## src/rtl/alu_wb_regs.sv

```systemverilog
// alu_wb_regs
//   Operand-fetch / writeback stage wrapped around a purely combinational
//   8-bit ALU. It holds a small register file and one registered execute (E)
//   stage that drives the ALU inputs. It writes the ALU result (or a load
//   immediate) back one cycle after issue. It also keeps the {N,Z,V,C} status
//   flags and a sticky overflow bit. A result still sitting in E is forwarded
//   to the next instruction, so dependent ops run back-to-back without bubbles.
//
// Ports
//   clk, rst_n        clock, asynchronous active-low reset
//   in_valid/in_ready instruction handshake; in_ready = ~hold
//   in_op, in_ld, in_imm, in_rs_a, in_rs_b, in_rd, in_wen, in_flags_en
//                     instruction fields
//   hold              stall: freezes E, regfile, flags and wb_* data
//   alu_op/alu_a/alu_b registered ALU inputs (E stage)
//   alu_result/alu_cf/alu_ovf  ALU outputs
//   flags             {N,Z,V,C}
//   sticky_ovf/clr_sticky  sticky overflow and its clear
//   wb_valid/wb_data/wb_rd one-cycle writeback report
//   dbg_sel/dbg_data  combinational regfile read port (no forwarding)
module alu_wb_regs #(
  parameter int WIDTH = 8,
  parameter int NREGS = 4,
  localparam int IW   = $clog2(NREGS)
) (
  input  logic             clk,
  input  logic             rst_n,
  input  logic             in_valid,
  output logic             in_ready,
  input  logic             in_op,
  input  logic             in_ld,
  input  logic [WIDTH-1:0] in_imm,
  input  logic [IW-1:0]    in_rs_a,
  input  logic [IW-1:0]    in_rs_b,
  input  logic [IW-1:0]    in_rd,
  input  logic             in_wen,
  input  logic             in_flags_en,
  input  logic             hold,
  output logic             alu_op,
  output logic [WIDTH-1:0] alu_a,
  output logic [WIDTH-1:0] alu_b,
  input  logic [WIDTH-1:0] alu_result,
  input  logic             alu_cf,
  input  logic             alu_ovf,
  output logic [3:0]       flags,
  output logic             sticky_ovf,
  input  logic             clr_sticky,
  output logic             wb_valid,
  output logic [WIDTH-1:0] wb_data,
  output logic [IW-1:0]    wb_rd,
  input  logic [IW-1:0]    dbg_sel,
  output logic [WIDTH-1:0] dbg_data
);

  logic [WIDTH-1:0] regs [NREGS];

  // E-stage bookkeeping that does not go to the ALU.
  logic             e_valid;
  logic [IW-1:0]    e_rd;
  logic             e_wen;
  logic             e_ld;
  logic [WIDTH-1:0] e_imm;
  logic             e_flags_en;

  logic             transfer;
  logic             wb_fire;
  logic             flag_upd;
  logic [WIDTH-1:0] wbv;
  logic [WIDTH-1:0] fwd_a;
  logic [WIDTH-1:0] fwd_b;

  assign in_ready = ~hold;
  assign transfer = in_valid & ~hold;
  assign wb_fire  = e_valid & ~hold;
  assign flag_upd = wb_fire & e_flags_en & ~e_ld;
  assign wbv      = e_ld ? e_imm : alu_result;
  assign dbg_data = regs[dbg_sel];

  // Operand forwarding: the value about to be written this edge wins over
  // the stale regfile entry.
  // NOTE: every always_comb output gets a default first, so no path leaves
  // it unassigned and no latch is inferred.
  always_comb begin
    fwd_a = regs[in_rs_a];
    fwd_b = regs[in_rs_b];
    if (wb_fire && e_wen && (e_rd == in_rs_a)) fwd_a = wbv;
    if (wb_fire && e_wen && (e_rd == in_rs_b)) fwd_b = wbv;
  end

  // E stage. With no new instruction and no stall, the ALU inputs keep
  // their last values; only e_valid drops.
  // NOTE: state is updated with non-blocking assignments so every register
  // samples pre-edge values regardless of statement order.
  always_ff @(posedge clk or negedge rst_n) begin
    if (!rst_n) begin
      e_valid    <= 1'b0;
      alu_op     <= 1'b0;
      alu_a      <= '0;
      alu_b      <= '0;
      e_rd       <= '0;
      e_wen      <= 1'b0;
      e_ld       <= 1'b0;
      e_imm      <= '0;
      e_flags_en <= 1'b0;
    end else if (!hold) begin
      e_valid <= transfer;
      if (transfer) begin
        alu_op     <= in_op;
        alu_a      <= fwd_a;
        alu_b      <= fwd_b;
        e_rd       <= in_rd;
        e_wen      <= in_wen;
        e_ld       <= in_ld;
        e_imm      <= in_imm;
        e_flags_en <= in_flags_en;
      end
    end
  end

  // Register file. dbg_data reads the array directly, so a same-edge write
  // becomes visible only after the edge.
  // NOTE: the register file is reset explicitly because software relies on
  // every register reading 0 after reset; this keeps it in flops, not RAM.
  always_ff @(posedge clk or negedge rst_n) begin
    if (!rst_n) begin
      for (int i = 0; i < NREGS; i++) regs[i] <= '0;
    end else if (wb_fire && e_wen) begin
      regs[e_rd] <= wbv;
    end
  end

  // Writeback report. wb_valid is forced low while stalled; data is held.
  always_ff @(posedge clk or negedge rst_n) begin
    if (!rst_n) begin
      wb_valid <= 1'b0;
      wb_data  <= '0;
      wb_rd    <= '0;
    end else begin
      wb_valid <= wb_fire;
      if (wb_fire) begin
        wb_data <= wbv;
        wb_rd   <= e_rd;
      end
    end
  end

  // Flags and sticky overflow. The clear is honoured during hold, and a
  // same-cycle overflow beats the clear.
  always_ff @(posedge clk or negedge rst_n) begin
    if (!rst_n) begin
      flags      <= 4'b0000;
      sticky_ovf <= 1'b0;
    end else begin
      if (flag_upd) begin
        flags <= {alu_result[WIDTH-1], (alu_result == '0), alu_ovf, alu_cf};
      end
      sticky_ovf <= (sticky_ovf & ~clr_sticky) | (flag_upd & alu_ovf);
    end
  end

endmodule

```

## config.mk

```make
export PLATFORM = sky130hd
export DESIGN_NAME = alu_wb_regs
export DESIGN_NICKNAME = d
export VERILOG_FILES = /design/src/rtl/alu_wb_regs.sv
export SDC_FILE = /design/constraint.sdc
export NUM_CORES = 1
export LEC_CHECK = 0
export ABC_AREA = 1
export ABC_CLOCK_PERIOD_IN_PS = 1300
export BUFFER_PORTS_ARGS = -buffer_cell sky130_fd_sc_hd__buf_2
export CAP_MARGIN = 20
export CORE_MARGIN = 3
export CORE_UTILIZATION = 35
export CTS_BUF_LIST = sky130_fd_sc_hd__clkbuf_8
export CTS_CLUSTER_SIZE = 24
export DETAILED_ROUTE_END_ITERATION = 6
export PLACE_DENSITY = 0.69
export SYNTH_ARGS = -nofsm -noshare
export SYNTH_HDL_FRONTEND = slang
export SYNTH_SLANG_ARGS = --single-unit
```

## constraint.sdc

```tcl
create_clock -name clk -period 1.3 [get_ports clk]
set_input_delay 0.065 -clock clk [delete_from_list [all_inputs] [get_ports clk]]
set_output_delay 0.065 -clock clk [all_outputs]
set_load 0.02 [all_outputs]
```

# Yosys cells after proc, flatten, opt, wreduce, memory -nomap -nowiden
# Index checks and enable logic that the tools add are counted.
dict set report word_totals {
  regBits 79
  latchBits 0
  mem_bits_rw 0
  romBits 0
  input_bits 35
  out_inout_bits 42
  wordCells 60
  n_memories 0
}
dict set report classes {
  n_addsub 0
  mul 0
  div_mod_pow 0
  order_cmp 5
  n_eq_ne 2
  n_shift 0
  n_mux 15
  bitwise_logic 14
  n_reduce_logical 6
}
# op n
set op_table {}
lappend op_table {{8-bit two-way mux} 10}
lappend op_table {{8-bit binary-select mux with 2-bit select} 3}
lappend op_table {{32-bit bitwise mux} 1}
lappend op_table {{8-bit demux with 2-bit select} 1}
lappend op_table {{3-bit >= comparator (second input constant)} 4}
lappend op_table {{2-bit NOT with 3-bit output} 4}
lappend op_table {{8-bit zero test} 1}
lappend op_table {{1-bit bitwise AND} 6}
lappend op_table {{2-bit == test} 2}
lappend op_table {{1-bit logical AND} 4}
lappend op_table {{3-bit by 1-bit < comparator with 1-bit output (second input constant)} 1}
lappend op_table {{1-bit NOT} 3}
lappend op_table {{2-bit AND reduction} 1}
lappend op_table {{1-bit OR} 1}

# Logic depth before layout (Yosys ltp)
dict set report logic_depth {
  depth_word 6
  mapped_depth 9
  mapped_depth_nobuf 7
}

# Least setup slack after synthesis
# Ideal clock, no wire load.
dict set report synth_path {
  path_kind {register to register}
  start {register e_ld}
  end {register alu_a[5]}
  setup_ps 118
  arrival_ps 1212
  required_ps 1182
  setup_slack_ps -30
  path_stages_with_launch 7
  path_buffers 2
  synth_period_minus_slack_ps 1330
  cell_sequence {dfrtp_1 buf_2 buf_2 o21ai_1 nand3_1 nand3_1 nand2_1}
}
dict set report synth_between {
  elab_chain_len 2
}
# element line
set synth_rtl {}
lappend synth_rtl {{start: declaration} 61} ;# logic e_ld;
lappend synth_rtl {{start signal: assignment} 113} ;# e_ld <= in_ld;
lappend synth_rtl {{8-bit two-way mux} 76} ;# assign wbv = e_ld ? e_imm : alu_result;
lappend synth_rtl {{8-bit two-way mux} 86} ;# if (wb_fire && e_wen && (e_rd == in_rs_a)) fwd_a = wbv;
lappend synth_rtl {{end signal: assignment} 109} ;# alu_a <= fwd_a;
lappend synth_rtl {{end: declaration} 40} ;# output logic [WIDTH-1:0] alu_a,
# Every way passes these cells.
# A chain may end at the register's enable or synchronous reset.

# Worst setup path after layout
dict set report layout_path {
  start {register regs[18] in the netlist's numbering}
  end {output dbg_data[2]}
}
dict set report layout_between {
  elab_chain_len 3
}
# element line
set layout_rtl {}
lappend layout_rtl {{start: declaration} 55} ;# logic [WIDTH-1:0] regs [NREGS];
lappend layout_rtl {{start signal: indexed assignment} 128} ;# regs[e_rd] <= wbv;
lappend layout_rtl {{8-bit binary-select mux with 2-bit select} 77} ;# assign dbg_data = regs[dbg_sel];
lappend layout_rtl {{8-bit two-way mux (implied by the code) (2 in series)} 77}
lappend layout_rtl {{end: declaration} 52} ;# output logic [WIDTH-1:0] dbg_data
# Every way passes these cells. The select of a mux whose other input is x is not followed.

==> run metrics <==
Clock Sinks=79; vias in the first global route=4162; post-synthesis xor/xnor area fraction=0; Final Hold Fails=0; Post-DRT Antenna Nets=0; Design Area, Final=5762 um^2; footprint of the multi-input gates=1979 um^2; Worst EP required=1.24 ns; main combinational cell family by area after synthesis=simple AND/OR/NAND/NOR gates; DRT Wirelength=13350 um; Synth Area in Compound Gates=0.1132; pre-CTS WS=-0.1767 ns; synth warn=0; outcome=complete, but fails checks; pin count of the biggest net entering global routing=80; Reg clk slew, reported paths=0.08 ns; DR DRC count=0; most frequent cells in the layout=nand2_1 (197), dfrtp_1 (77), buf_4 (72), buf_2 (69), nand3_1 (61); drt initial violations=458; Vias=4342; Congestion Overflow GR=0; simple-gate area share of the yosys netlist=0.3430; Antenna Cells=0; CTS tree=done; P&R area growth vs syn=43.19%; Clock Path Buffers=2; Worst-Margin Slew=0.4490 ns; die height=113.2 um; Seq. cell area=1979 um^2; worst-skew pair later-pin latency=0.37 ns; num rows=38; Max Slew Vio Count=0; first-pass GRT wire length=21350 um; Root Buffer=clkbuf_8; post-layout min period=1.333 ns; Global Route Usage Sum=0.2117; highest clock rate=0.7504 GHz; cell area power density=1696 nW/um^2; setup ws final=-0.03256 ns; Final Setup Violations=1; Startpoint Class=flip-flop; total power draw=9.771 mW; layout cells sized above 1=0.3045; Max Cap Viol=0; H-Tree Depth=3; DP HPWL=9024 um; CP Capture Type=primary output; post-synthesis sequential area ratio=0.4913; post-DR vias/cell=5.132; per-cell routed wire length=15.78 um; HP Class=primary input to flip-flop; Pleak=2.917 nW; IO Pins=77; first-pass iteration count of the detailed router=6; die area=12820 um^2; Die Span X=113.2 um; Post-Syn Area=4024 um^2; maximum vdd ir drop=661.3 uV; initial antenna violation count=0; CP Class=flip-flop to primary output; relative slew slack=0.7006; flops & latches, synth=79; Core ar.=11030 um^2; Post-Synth Adder-Cell Area=0; Avg Inst Size Synth=7.507 um^2; Max FO, Critical Path=4; top cell type's share of synthesized area=0.4913; RSZ-0062 raised after global routing=true; Post-Synthesis Cells=536; cell taking the most area after synthesis=dfrtp_1; Post-Place Cell Area=4903 um^2; GPL Wtd Cong=0.8634; failing checks=negative setup slack; post-synth cell types=22; syn nets=571; Crit path arrival time=1.27 ns; number of CTS-inserted buffers=9; Max Clock Skew=0.009336 ns; Layout Nets=736; most common cell after layout, fill and taps aside=nand2_1; initial core utilization=0.3648; Tcrit/Tclk final=1.025; top post-synthesis cells by area=dfrtp_1 (49%), nand2_1 (18%), nand3_1 (8.5%), o21ai_0 (4.7%), nor2_1 (4.5%); FILL cells=1041; mux contribution to synthesized area=0; PortBufs=76
[worst paths after layout]
path / start / end / slack [ns] / cells past startpoint
worst max-delay path: regs[18] / dbg_data[2] / -0.03 / 3
worst min-delay path: alu_result[5] / flags[2] / 0.04 / 4
worst max register to register: e_rd[0] / regs[25] / 0.02 / 5
worst min register to register: alu_a[7] / alu_a[7] / 0.48 / 2
max in group asynchronous: rst_n / e_ld / 0.69 / 3
min in group asynchronous: rst_n / regs[13] / 0.24 / 3
[metal layers]
layer,part of all wire,GRT usage
met5,0,0
met1,0.42,0.2810
met3,0.078,0.05187
met4,0.029,0.08574
met2,0.47,0.3325
[power by group]
group	leakage, nW	switching [mW]	total, mW	internal (mW)
Clock	0.0981	0.938	1.87	0.929
Sequential	0.965	0.631	3.86	3.23
Combinational	1.85	2.22	4.04	1.82
Total	2.92	3.79	9.77	5.99
[sequential cells by signal, summed over array words and instances, names as in the netlist]
signal,count
e_wen,1
wb_rd,2
e_flags_en,1
sticky_ovf,1
alu_b,8
wb_valid,1
e_valid,1
wb_data,8
e_rd,2
e_ld,1
e_imm,8
regs,32
alu_op,1
alu_a,8
flags,4
[per-stage QoR]
step	cells	hold slack, ns	utilization	TNS, ns
global placement	775	0.1234	0.4445	-2.502
finish	846	0.03543	0.5223	-0.03256
global route	846	0.05384	0.5223	-1.643
detailed placement	775	0.1249	0.4445	-3.496
CTS	828	0.0005221	0.4992	-0.02593
floorplan	536	-0.2306	-	0
[cell type report]
class                   count  share of cell area
repair buffers            178              0.2328
well taps                 140             0.03040
clock inverters             6             0.01042
inverters                  23             0.01542
clock buffers              10             0.02389
multi-input cells         410              0.3435
flip-flops and latches     79              0.3435
[critical path: stages, from the launching register on]
cell and delay (ns):
dfrtp_1 0.42, o21ai_0 0.11, o22ai_1 0.19, buf_4 0.19
[timing repair]
action	4_1_cts	5_1_grt
hold endpoints to repair	99	0
setup buffers	12	18
pin swaps	3	12
hold buffers	25	0
resized for setup	20	40
setup endpoints to repair	54	56
[Yosys cell counts]
master      n
nor2_1     48
inv_2       1
o21ai_1     8
clkbuf_1   12
a21oi_2     4
o21ai_0    38
clkinv_1    4
inv_4       1
nor4_1      2
nand3_4     1
nor3_4      4
inv_1      17
buf_6       2
buf_4       2
dfrtp_1    79
a21oi_1    28
o22ai_1     8
nand2_2     2
nor2_2      2
buf_2       8
nand2_1   197
nand3_1    68
[cell families (layout without fill, tap and decap cells)]
logic type,count (synthesis),count (layout)
AO/OA/AOI/OAI,86,86
AND/OR/NAND/NOR,324,324
buffers and inverters,47,217
flip-flops,79,79
No activity file was read; power rests on OpenSTA's default activity.
